[src/rtl/typepkg.sv]
// Shared pipeline types: LSU opcodes, FSM states and the error return value.
// Build option: LSU_MISALIGN_CHECK_EN enables misaligned-access errors.
package typepkg;

  localparam logic [31:0] BAD_VAL = 32'hBAD0_BAD0;

`ifdef LSU_MISALIGN_CHECK_EN
  localparam bit MISALIGN_CHK = 1'b1;
`else
  localparam bit MISALIGN_CHK = 1'b0;
`endif

  typedef enum logic [3:0] {
    OP_LB  = 4'h0,
    OP_LH  = 4'h1,
    OP_LW  = 4'h2,
    OP_LBU = 4'h4,
    OP_LHU = 4'h5,
    OP_SB  = 4'h8,
    OP_SH  = 4'h9,
    OP_SW  = 4'hA
  } lsu_op_t;

  typedef enum logic [1:0] {
    S_IDLE,
    S_REQ,
    S_WAIT,
    S_RESP
  } lsu_state_t;

endpackage

[src/rtl/lsu_align.sv]
// Byte-lane steering for stores, load extraction/extension and
// the illegal/misaligned flag. Purely combinational.
module lsu_align
  import typepkg::*;
(
  input  lsu_op_t     op,
  input  logic [1:0]  off,
  input  logic [31:0] wdata,
  input  logic [31:0] rdata,
  output logic        we,
  output logic [3:0]  wstrb,
  output logic [31:0] wlane,
  output logic [31:0] rext,
  output logic        bad
);

  logic [31:0] sb;
  logic [31:0] sh;
  logic [7:0]  b;
  logic [15:0] h;
  logic        ill;
  logic        mis;

  // Halves are always steered by off[1]; off[0] only matters for checking.
  assign sb = rdata >> {off, 3'b000};
  assign sh = rdata >> {off[1], 4'b0000};
  assign b  = sb[7:0];
  assign h  = sh[15:0];

  always_comb begin
    we    = 1'b0;
    wstrb = 4'b0000;
    wlane = wdata;
    rext  = rdata;
    ill   = 1'b0;
    mis   = 1'b0;
    unique case (op)
      OP_LB:  rext = {{24{b[7]}}, b};
      OP_LBU: rext = {24'h0, b};
      OP_LH: begin
        rext = {{16{h[15]}}, h};
        mis  = off[0];
      end
      OP_LHU: begin
        rext = {16'h0, h};
        mis  = off[0];
      end
      OP_LW: begin
        rext = rdata;
        mis  = |off;
      end
      OP_SB: begin
        we    = 1'b1;
        wstrb = 4'b0001 << off;
        wlane = {4{wdata[7:0]}};
      end
      OP_SH: begin
        we    = 1'b1;
        wstrb = 4'b0011 << {off[1], 1'b0};
        wlane = {2{wdata[15:0]}};
        mis   = off[0];
      end
      OP_SW: begin
        we    = 1'b1;
        wstrb = 4'b1111;
        mis   = |off;
      end
      default: ill = 1'b1;
    endcase
  end

  assign bad = ill | (mis & MISALIGN_CHK);

endmodule

[src/rtl/lsu.sv]
// Memory stage: single-outstanding load/store sequencing to data memory.
// Build option: LSU_MISALIGN_CHECK_EN (see typepkg).
module lsu
  import typepkg::*;
#(
  parameter int XLEN = 32
) (
  input  logic            clk,
  input  logic            rst,
  input  logic            req_valid,
  output logic            req_ready,
  input  lsu_op_t         req_op,
  input  logic [XLEN-1:0] req_addr,
  input  logic [XLEN-1:0] req_wdata,
  input  logic [4:0]      req_rd,
  output logic            mem_valid,
  input  logic            mem_ready,
  output logic [XLEN-1:0] mem_addr,
  output logic            mem_we,
  output logic [3:0]      mem_wstrb,
  output logic [XLEN-1:0] mem_wdata,
  input  logic            mem_rvalid,
  input  logic [XLEN-1:0] mem_rdata,
  output logic            resp_valid,
  output logic [XLEN-1:0] resp_data,
  output logic [4:0]      resp_rd,
  output logic            resp_err
);

  lsu_state_t state_q, state_d;
  lsu_op_t    op_q;
  logic [1:0] off_q;
  logic [3:0] wstrb_q;
  logic       we_q;
  logic       err_q;

  lsu_op_t     a_op;
  logic [1:0]  a_off;
  logic        a_we;
  logic [3:0]  a_wstrb;
  logic [31:0] a_wlane;
  logic [31:0] a_rext;
  logic        a_bad;

  logic accept;

  assign accept = (state_q == S_IDLE) && req_valid;

  // One decoder serves both the accept cycle and the later load return.
  assign a_op  = (state_q == S_IDLE) ? req_op : op_q;
  assign a_off = (state_q == S_IDLE) ? req_addr[1:0] : off_q;

  lsu_align u_align (
    .op    (a_op),
    .off   (a_off),
    .wdata (req_wdata),
    .rdata (mem_rdata),
    .we    (a_we),
    .wstrb (a_wstrb),
    .wlane (a_wlane),
    .rext  (a_rext),
    .bad   (a_bad)
  );

  always_ff @(posedge clk) begin
    if (rst) state_q <= S_IDLE;
    else     state_q <= state_d;
  end

  always_comb begin
    state_d = state_q;
    unique case (state_q)
      S_IDLE: if (req_valid) state_d = a_bad ? S_RESP : S_REQ;
      S_REQ:  if (mem_ready) state_d = we_q ? S_RESP : S_WAIT;
      S_WAIT: if (mem_rvalid) state_d = S_RESP;
      S_RESP: state_d = S_IDLE;
      default: state_d = S_IDLE;
    endcase
  end

  always_ff @(posedge clk) begin
    if (rst) begin
      op_q      <= OP_LB;
      off_q     <= 2'b00;
      wstrb_q   <= 4'b0000;
      we_q      <= 1'b0;
      err_q     <= 1'b0;
      mem_addr  <= '0;
      mem_wdata <= '0;
      resp_data <= '0;
      resp_rd   <= 5'd0;
    end else begin
      if (accept) begin
        op_q      <= req_op;
        off_q     <= req_addr[1:0];
        wstrb_q   <= a_wstrb;
        we_q      <= a_we;
        err_q     <= a_bad;
        mem_addr  <= {req_addr[XLEN-1:2], 2'b00};
        mem_wdata <= a_wlane;
        resp_rd   <= req_rd;
        if (a_bad) resp_data <= BAD_VAL;
      end
      if (state_q == S_REQ && mem_ready && we_q)
        resp_data <= '0;
      if (state_q == S_WAIT && mem_rvalid)
        resp_data <= a_rext;
    end
  end

  assign req_ready  = (state_q == S_IDLE);
  assign mem_valid  = (state_q == S_REQ);
  assign mem_we     = mem_valid & we_q;
  assign mem_wstrb  = mem_valid ? wstrb_q : 4'b0000;
  assign resp_valid = (state_q == S_RESP);
  assign resp_err   = MISALIGN_CHK ? (resp_valid & err_q) : 1'b0;

endmodule

[config.mk]
export PLATFORM = sky130hd
export DESIGN_NAME = lsu
export DESIGN_NICKNAME = d
export VERILOG_FILES = /design/src/rtl/typepkg.sv /design/src/rtl/lsu_align.sv /design/src/rtl/lsu.sv
export SDC_FILE = /design/constraint.sdc
export NUM_CORES = 1
export LEC_CHECK = 0
export CELL_PAD_IN_SITES_DETAIL_PLACEMENT = 1
export CELL_PAD_IN_SITES_GLOBAL_PLACEMENT = 1
export CORE_UTILIZATION = 32
export DETAILED_ROUTE_END_ITERATION = 10
export GPL_ROUTABILITY_DRIVEN = 0
export GPL_TIMING_DRIVEN = 0
export PLACE_DENSITY = 0.94
export SYNTH_ARGS = -nofsm -noshare
export SYNTH_HDL_FRONTEND = slang
export SYNTH_HIERARCHICAL = 1
export SYNTH_SLANG_ARGS = --single-unit
[constraint.sdc]
create_clock -name clk -period 6.4 [get_ports clk]
set_clock_uncertainty 0.05 [all_clocks]
set_input_delay 1.28 -clock clk [delete_from_list [all_inputs] [get_ports clk]]
set_output_delay 1.28 -clock clk [all_outputs]
set_load 0.05 [all_outputs]
==> run_results.csv <==
group,metric,value,unit
run_status,status,"finished, final reports clean",
die,die-area,16800,sq um
logic_synthesis,synthFlopType,"dfxtp_1",
sta,hold_viol_final,0,
drt,postRouteAntennaNets,0,
worst_setup_path,r2r_end,"resp_data[19]$_SDFFE_PP0P_",
min_path,worst_hold_path.endpoint,"mem_wdata[12]$_SDFFE_PP0P_",
die,placement_rows,46,
clock_network,root_buffer,"clkbuf_16",
clock_network,clock_latency,350,ps
min_path,min_path_cells,2,
die,die_x,130,um
clock_network,htreeDepth,3,
worst_setup_path,critical_path.top_delay_family,"buffers and inverters",
place,dp_hpwl,15.4,mm
drt,post_drt_wl_per_cell,18.1,um
worst_setup_path,crit_chain,"clkdlybuf4s50_1, mux2_2, buf_2, buf_1, a21oi_1, nor2_1, nand3_1, buf_2, a32oi_1, nor2_1",
sta,post-route-period-util,0.590,
worst_setup_path,ff2ff_setup_slack,3040,ps
drt,drt_first_pass_iters,4,
logic_synthesis,ys_types,42,
drt,drt_iter0_drc,226,
clock_network,cts_buffer_depth,2,
job,cap_violations,0,
min_path,worstHoldStart,"mem_wdata[12]$_SDFFE_PP0P_",
sta,maxSlewHeadroom,0.508,
finish,layout.nets,1004,
drt,vias,5618,
worst_setup_path,startpoint_type,"input port",
sta,hold_slack,405,ps
place,portBuffers,215,
clock_network,cts.clk_slew.worst_paths,80,ps
power_and_ir_drop,report.power.total,3.29,mW
sta,slew_viol_final,0,
logic_synthesis,synth_edf_count,0,
drt,wl,20.1,mm
worst_setup_path,worstRegToRegCells,12,
finish,syn_to_final_growth,51.4,%
logic_synthesis,synth_area,5220,sq um
logic_synthesis,yosysWarnings,6,
worst_setup_path,setup.worst_path.end_class,"flop",
worst_setup_path,required,6570,ps
worst_setup_path,critPathBufInv,4,
logic_synthesis,synthCells,661,
global_route,grt_pass1_wl,31.1,mm
die,start_util,0.329,
logic_synthesis,synth_async_sr_flop_share,0,
worst_setup_path,critPathArrivalTime,3940,ps
clock_network,numCtsBuffers,9,
global_route,grt_start_max_net_pins,17,
global_route,grtUsageTotal,0.242,
global_route,antenna_found_initial,0,
sta,tightest_slew,738,ps
die,core_area,15900,sq um
clock_network,clock-sinks,112,
sta,final.setup.tns,0,ps
power_and_ir_drop,power.leakage,2.96,nW
logic_synthesis,synth_seq_area_share,0.429,
power_and_ir_drop,power_density,416,nW/um^2
worst_setup_path,slowest_delay,600,ps
die,io_pins,220,
drt,vias_per_cell,5.07,
clock_network,cts_setup_buffers,0,
finish,n_antenna_cell,0,
clock_network,hold_buffers,0,
global_route,overflow,0,
clock_network,cts_tree,"done",
drt,drc,0,
min_path,hold_class,"reg -> reg",
sta,setup_violations,0,
logic_synthesis,ys_ff_latch,112,
die,die_height,130,um
sta,fin_crit,3770,ps
logic_synthesis,syn_avg_cell_area,7.90,sq um
global_route,grt_pass1_vias,5921,
worst_setup_path,slowest_stage,"buf_1",
clock_network,cts_resized,0,
power_and_ir_drop,ir_worst_vdd,0.000152,V
worst_setup_path,path_max_fanout,10,
finish,drive_gt1_frac,0.105,
sta,clock.fmax,0.265,GHz
sta,rsz0062_at_grt,"false",
worst_setup_path,critPathKind,"in -> reg",
worst_setup_path,r2r-start,"state_q[0]$_SDFFE_PP0P_",
==> registers in the layout, summed over array words and instances, names as in the netlist <==
name and count:
mem_wdata 32, resp_data 32, mem_addr 30, resp_rd 5
op_q 4, wstrb_q 4, off_q 2, state_q 2
we_q 1
==> worst reg2reg max path, cell delays in order, from the launching register on <==
cell     delay, ps
dfxtp_1        370
inv_1          120
ha_1           250
buf_4          190
mux2_2         230
buf_2          230
buf_1          600
a21oi_1        150
nor2_1         210
nand3_1        270
buf_2          280
a32oi_1        220
nor2_1          70
==> per-stage QoR <==
stage / std cells / cell area (sq um) / util / setup slack, ps
finish: 1109 / 7910 / 0.498 / 2630
global route: 1109 / 7910 / 0.498 / 2270
CTS: 1109 / 7910 / 0.498 / 2600
detailed placement: 1094 / 7650 / 0.482 / 2210
global placement: 1094 / 7650 / 0.482 / 2290
floorplan: 663 / 5230 / - / 3360
==> cell usage after synthesis, types with 2 or more instances <==
master     number  share of area
nand2_1       205           0.15
o22ai_1         8         0.0096
buf_4          15          0.022
buf_6           3         0.0065
o21ai_0        15          0.014
mux2i_1        10          0.019
clkbuf_1       24          0.017
dfxtp_1       112           0.43
nand2b_1        5         0.0060
and3_1          2         0.0024
nor3_1          3         0.0029
o21ai_1         3         0.0029
a211oi_1        2         0.0029
ha_1            5          0.012
and2_1          7         0.0084
buf_2          19          0.018
a21boi_0        2         0.0029
buf_1           2         0.0014
nor2_1         32          0.023
a21oi_1       105           0.10
a32oi_1        16          0.027
o21a_1          2         0.0029
inv_1           5         0.0036
mux2_2         29          0.063
a2bb2oi_1       7          0.012
a221o_2         7          0.015
==> cell usage in the layout, fill, tap and decap left out, types with 5 or more instances in the layout <==
cell type,instances
mux2_2,29
mux2i_1,10
nor2_1,32
clkbuf_1,27
a32oi_1,16
dfxtp_1,112
buf_2,19
and2_1,7
inv_1,5
buf_4,15
a21oi_1,105
o21ai_0,15
nand2b_1,5
clkdlybuf4s50_1,215
ha_1,5
nand2_1,205
a2bb2oi_1,7
a221o_2,7
clkbuf_16,9
o22ai_1,8
==> power breakdown <==
group / switching [mW] / leakage (nW) / total, mW / internal, mW
Clock: 0.262 / 0.119 / 0.525 / 0.263
Sequential: 0.0749 / 0.915 / 0.906 / 0.831
Combinational: 1.20 / 1.92 / 1.86 / 0.661
==> how the worst max path moves through the flow <==
stage	from	endpoint	slack, ps	depth (start not counted)
5_1_grt	req_op[0]	resp_data[19]$_SDFFE_PP0P_	2270	10
2_1_floorplan	req_addr[0]	resp_data[16]$_SDFFE_PP0P_	3360	9
4_1_cts	req_op[0]	resp_data[19]$_SDFFE_PP0P_	2600	10
3_5_place_dp	req_op[0]	resp_data[19]$_SDFFE_PP0P_	2210	10
6_report	req_op[0]	resp_data[19]$_SDFFE_PP0P_	2630	10
3_3_place_gp	req_op[0]	resp_data[21]$_SDFFE_PP0P_	2290	10
==> cell families after synthesis <==
kind of cell             count (synthesis)  synth area share
other                                    1          0.000718
buffers and inverters                   69            0.0695
AND/OR/NAND/NOR                        261             0.200
AO/OA/AOI/OAI                          173             0.202
adder cells (fa/ha/maj)                  5            0.0120
multiplexers                            40            0.0860
flip-flops                             112             0.429
==> area by class of cell <==
cell class | count | area [sq um]
buffer | 64 | 344
clock buffer | 12 | 236
clock inverter | 3 | 20.0
fill | 1950 | 7980
inverter | 5 | 18.8
multi-input combinational | 482 | 2630
sequential | 112 | 2240
tap | 216 | 270
timing repair buffer | 215 | 2150
==> routing by layer <==
| layer | global-route usage | vias up | wire, um |
|---|---|---|---|
| met5 | 0 | - | 0 |
| met4 | 0.0903 | 0 | 527 |
| met3 | 0.0705 | 32 | 1620 |
| met2 | 0.436 | 198 | 9930 |
| met1 | 0.269 | 2698 | 7970 |
| li1 | - | 2690 | - |
Note: power is estimated with default switching activity, not from simulation.
==> RTL change 1, RTL diff (same flow settings) <==
The option `LSU_MISALIGN_CHECK_EN` is turned on by a define.
--- a/src/rtl/typepkg.sv
+++ b/src/rtl/typepkg.sv
@@ -1,4 +1,6 @@
 // Shared pipeline types: LSU opcodes, FSM states and the error return value.
 // Build option: LSU_MISALIGN_CHECK_EN enables misaligned-access errors.
+`define LSU_MISALIGN_CHECK_EN
+
 package typepkg;
 
Check against the original RTL: not equivalent (Yosys sat finds a counterexample within 4 cycles, from zero or initial values and one cycle with rst high).
==> RTL change 1 against the unedited design <==
- sequential power is 3.4% higher
- synthesized area rose by 8.9%
- utilization increased by 0.55 points
- die area rose by 8.8%
- final cell count grew 7.5%
- global-route usage increased by 2.2 points
- wire length is 18% higher
- count of clock-buffer cells in the layout is 5 higher
- worst setup slack worse by 310 ps
- first-iteration DRC count grew 76%
- design area is 10% higher
- total power increased by 26%
- sequential cell count rose by 1
- critical path type unchanged
- highest routed layer unchanged
==> RTL change 1: results (changes against the unedited design) <==
** Status
- Status :: completed

** Synthesis
- By area the synthesized netlist is led by sky130_fd_sc_hd__dfxtp_1 (40%), sky130_fd_sc_hd__nand2_1 (13%), sky130_fd_sc_hd__a21oi_1 (8.9%).
- Count of unique library cells instantiated by Yosys :: 48 (+14%)
- Sequential fraction of the synthesis area :: 39.77% (-3.2 points)
- Top cells by instance count after synthesis :: sky130_fd_sc_hd__nand2_1 (197), sky130_fd_sc_hd__dfxtp_1 (113), sky130_fd_sc_hd__a21oi_1 (101)

** Final layout
- Ratio of cells with drive above 1 in the final layout :: 12.84% (+2.3 points)
- The number of fill cells in the layout was 2071 (+6.2%).

** Pwr
- Max rail drop VDD :: 0.0002385 V (+56%)
- Leakage Power :: 3.187 nW (+7.7%)

** Global route
- The number of global-route vias before repair came to 6733 (+14%).
- The global routing met1 resource utilization was 28.70% (+1.8 points).
- Global Route met3 Usage :: 7.744% (+0.69 points)
- Global routing usage on met2 :: 47.35% (+3.8 points)
- First-pass GRT wire length :: 36430 um (+17%)

** Placed design
- Post-Place Setup Slack :: 1944 ps (-262.5 ps)
- The sum of net half-perimeters after detailed placement came to 17480 um (+13%).

** Detailed routing
- Post-detailed-routing wire length :: 23760 um (+18%)
- The starting DRC count in detailed routing is 398 (+76%).
- The first-pass iteration count of the detailed router is 5 (+1).
- The met2 wire length is 12330 um (+24%).
- The total vias in the final route came to 6314 (+12%).
- Met3 WL post-DR :: 1456 um (-10%)

** Worst setup path
- The largest stage delay on the critical path is 500 ps (-100 ps).
- Arr. time, crit path :: 4330 ps (+390 ps)
- Slowest-stage cell, CP :: sky130_fd_sc_hd__clkdlybuf4s50_1

** Timing
- Slew of the pin with the lowest slew margin :: 809.5 ps (+71.91 ps)

** Worst hold path
- In this run the most critical hold path is launched from mem_wdata[4].

** Clocking
- CTS buffer count :: 17 (+8)
- Insertion delay to the later sink of the worst-skew pair :: 420 ps (+70 ps)
- Clk pin slew, worst setup/hold paths :: 60 ps (-20 ps)
-- RTL change 1: changes by cell type in the layout (fill, tap and decap cells not counted), sizes merged, moves of 7 or more --
cell     delta
o211ai     +30
clkbuf     +10
buf         +9
a22oi       +8
nand2       -8
o21ai       +8
o22ai       -8
a221o       -7
a221oi      +7
a2bb2oi     -7
inv         +7
or3b        +7
-- RTL change 1: layout make-up --
| type | count | area (um2) | area share [%] |
|---|---|---|---|
| clock inverter | 15 | 173.9 | 1.991 |
| inverter | 5 | 18.77 | 0.2148 |
| clock buffer | 17 | 425.4 | 4.869 |
| timing repair buffer | 216 | 2162 | 24.75 |
| multi-input combinational | 522 | 2998 | 34.31 |
| antenna | 1 | 2.502 | 0.02864 |
| buffer | 78 | 412.9 | 4.726 |
| tap | 225 | 281.5 | 3.222 |
| sequential | 113 | 2262 | 25.89 |
-- RTL change 1: cells by family (layout without fill, tap and decap cells) --
family | Yosys count | after routing
buffers and inverters | 83 | 331
adders and majority gates | 5 | 5
muxes | 34 | 34
AOI/OAI and AO/OA | 211 | 211
DFF | 113 | 113
and+or+nand+nor | 270 | 270
other | 1 | 3
-- RTL change 1: power breakdown --
group	internal [mW]	switching [mW]
sequential	0.852	0.0848
combinational	0.772	1.47
clock	0.585	0.392
total	2.21	1.94
-- RTL change 1: worst paths after layout --
check	to	slack (ps)	cells past startpoint
setup / recovery	resp_data[14]	2320	11
setup reg to reg	resp_data[14]	2720	13
hold / removal	mem_wdata[4]	410	2
hold reg to reg	mem_wdata[4]	410	2
-- RTL change 1: per-stage QoR --
stage               total power [mW]  instances
floorplan                      2.430        718
global placement               3.076       1159
detailed placement             3.144       1159
CTS                            4.156       1191
global route                   4.358       1191
finish                         4.152       1192
==> RTL change 2, RTL diff (config.mk and constraints unchanged) <==
Made on the original files. Remove the case item `OP_SB` of the case on `op`.
--- a/src/rtl/lsu_align.sv
+++ b/src/rtl/lsu_align.sv
@@ -50,9 +50,4 @@
         mis  = |off;
       end
-      OP_SB: begin
-        we    = 1'b1;
-        wstrb = 4'b0001 << off;
-        wlane = {4{wdata[7:0]}};
-      end
       OP_SH: begin
         we    = 1'b1;
Behaviour: not the same (a bounded check fails within 4 cycles, from zero or initial values and one cycle with rst high).
==> RTL change 2 against the unedited design <==
- wire length down 3.3%
- sequential cell count unchanged
- total power up 0.83%
- clock power up 16%
- sequential power up 2%
- synthesized area down 1.3%
- combinational power down 4%
- global-route usage down 0.89 points
- worst setup slack better by 140 ps
- non-clock buffer count up 9
- critical path depth down 1
- design area down 0.16%
- sequential share of layout area about the same
- largest power group unchanged
==> RTL change 2: results (changes against the unedited design) <==
** Placed design
- The post-detailed-placement cell area was 0.007586 mm2 (-0.87%).
- The sum of net half-perimeters after detailed placement was 15100 um (-2.1%).
- Number of buffer cells added on primary ports :: 215 (unchanged)

** Worst hold path
- Min-delay src :: mem_addr[28]
- Worst hold path type :: reg -> reg
- Hold Path Sink :: mem_addr[28]
- The worst hold path cell count is 2 (unchanged).

** Detailed routing
- The starting DRC count in detailed routing was 227 (+0.44%).
- Post-detailed-routing wire length :: 19390 um (-3.3%)
- The first-pass iteration count of the detailed router came to 4 (unchanged).
- The number of vias per cell came to 5.006 (-1.2%).

** Final layout
- Ratio of cells with drive above 1 in the final layout :: 11.09% (+0.56 points)
- Largest registers :: mem_wdata (32), resp_data (32), mem_addr (30)
- The final net count is 1005 (+0.10%).
- Number of antenna repair diodes :: 0 (unchanged)

** Synthesis
- The count of cell types in the netlist came to 39 (-7.1%).
- Primary flip-flop cell chosen by synthesis mapping :: sky130_fd_sc_hd__dfxtp_1
- Yosys warning count :: 6 (unchanged)
- Top cells by instance count after synthesis :: sky130_fd_sc_hd__nand2_1 (190), sky130_fd_sc_hd__a21oi_1 (136), sky130_fd_sc_hd__dfxtp_1 (112)
- The async set-or-reset flop fraction in the synthesized netlist is 0% (unchanged).
- The sequential area share after synthesis came to 43.48% (+0.55 points).
- By area the synthesized netlist is led by sky130_fd_sc_hd__dfxtp_1 (43%), sky130_fd_sc_hd__nand2_1 (14%), sky130_fd_sc_hd__a21oi_1 (13%).

** Clocking
- Insertion delay to the later sink of the worst-skew pair :: 350 ps (about the same)
- Clk pin slew, worst setup/hold paths :: 80 ps (about the same)
- CTS tree :: done
- CTS H-Tree Depth :: 3 (unchanged)
- Post-CTS Resized :: 0 (unchanged)
- The number of buffers between clock root and the deepest sink is 2 (unchanged).
- Clock tree synthesis selected as its root buffer the cell sky130_fd_sc_hd__clkbuf_16.

** Pwr
- The peak supply drop is 0.0001537 V (+0.84%).
- The standby leakage power is 2.914 nW (-1.5%).

** Status
- The flow ran to the end, and the final reports show no timing, DRC or antenna violations.

** Global route
- Antenna violations before repair :: 0 (unchanged)
- First-pass GRT wire length :: 29710 um (-4.5%)
- Via count of the first global-routing pass :: 5794 (-2.1%)
- Maximum number of pins on one net before global-route repair :: 17 (unchanged)
- Global Route Usage Sum :: 23.29% (-0.89 points)

** Worst setup path
- FF-to-FF setup slack :: 3200 ps (+160 ps)
- FF-to-FF End :: resp_data[18]
- Highest fanout seen on the critical path :: 10 (unchanged)
- Worst R2R Start :: state_q[1]
- Arr. time, crit path :: 3810 ps (-130 ps)
- Worst-case reg-to-reg path depth :: 11 (-1)

** Timing
- Slew Limit Headroom :: 53.63% (+2.8 points)
==> RTL change 2: cell types whose count changed in the layout (fill, tap and decap cells not counted), sizes merged, moves of 2 or more <==
cell,unedited run,this run
a21oi,106,136
nand2,206,191
buf,39,48
a221o,7,0
a2bb2oi,7,0
mux2i,10,3
nor3,4,1
a21boi,2,0
bufinv,0,2
mux2,29,31
or3,0,2
==> RTL change 2: routing by layer <==
metal	vias to the layer above	share of wire (%)	global-route usage, %
met5	-	0	0
met4	0	3.0	10.93
met3	36	6.6	5.863
met2	178	50	41.43
met1	2676	40	26.01
li1	2662	-	-
==> RTL change 2: critical path: stages <==
cell and delay (ps):
sky130_fd_sc_hd__clkdlybuf4s50_1 500, sky130_fd_sc_hd__mux2_2 240, sky130_fd_sc_hd__clkbuf_1 440, sky130_fd_sc_hd__o21ai_0 160, sky130_fd_sc_hd__o21ai_0 200, sky130_fd_sc_hd__nand3_1 390
sky130_fd_sc_hd__buf_2 300, sky130_fd_sc_hd__a32oi_1 220, sky130_fd_sc_hd__nor2_1 70
==> RTL change 2: through the flow <==
| step | worst slack (ps) | hold slack, ps | utilization, % | std cells |
|---|---|---|---|---|
| 6_report | 2768 | 405.3 | 49.89 | 1109 |
| 5_1_grt | 2607 | 418.8 | 49.89 | 1109 |
| 3_5_place_dp | 2486 | 398.4 | 47.93 | 1095 |
| 3_3_place_gp | 2573 | 388.9 | 47.93 | 1095 |
| 2_1_floorplan | 3386 | 381.7 | - | 664 |
| 4_1_cts | 2807 | 409.7 | 49.89 | 1109 |
==> RTL change 2: layout make-up <==
cell class,instances,area (um2)
Fill cell,1917,7931
Multi-Input combinational cell,474,2487
Sequential cell,112,2242
Timing Repair Buffer,215,2152
Buffer,73,415.4
Tap cell,216,270.3
Clock buffer,11,242.7
Clock inverter,3,67.56
Inverter,5,18.77
==> RTL change 2: cells by family after synthesis <==
kind of cell    synth area share, %
flops                         43.48
simple gates                  19.17
compound gates                20.12
buf+inv                       8.420
mux                           7.353
fa+ha+maj                     1.213
xor+xnor                     0.1699
other cells                 0.07273
==> RTL change 2: report_power, final <==
group          switching, mW  internal [mW]  total, mW
sequential            0.0818          0.843      0.925
combinational           1.17          0.615       1.78
clock                  0.258          0.350      0.608
total                   1.51           1.81       3.32
==> RTL change 2: worst max path at each step <==
| stage | to | start |
|---|---|---|
| 6_report | resp_data[18] | req_op[0] |
| 3_5_place_dp | resp_data[18] | req_op[0] |
| 4_1_cts | resp_data[18] | req_op[0] |
| 2_1_floorplan | resp_data[17] | req_op[1] |
| 3_3_place_gp | resp_data[19] | req_op[0] |
| 5_1_grt | resp_data[21] | req_op[0] |
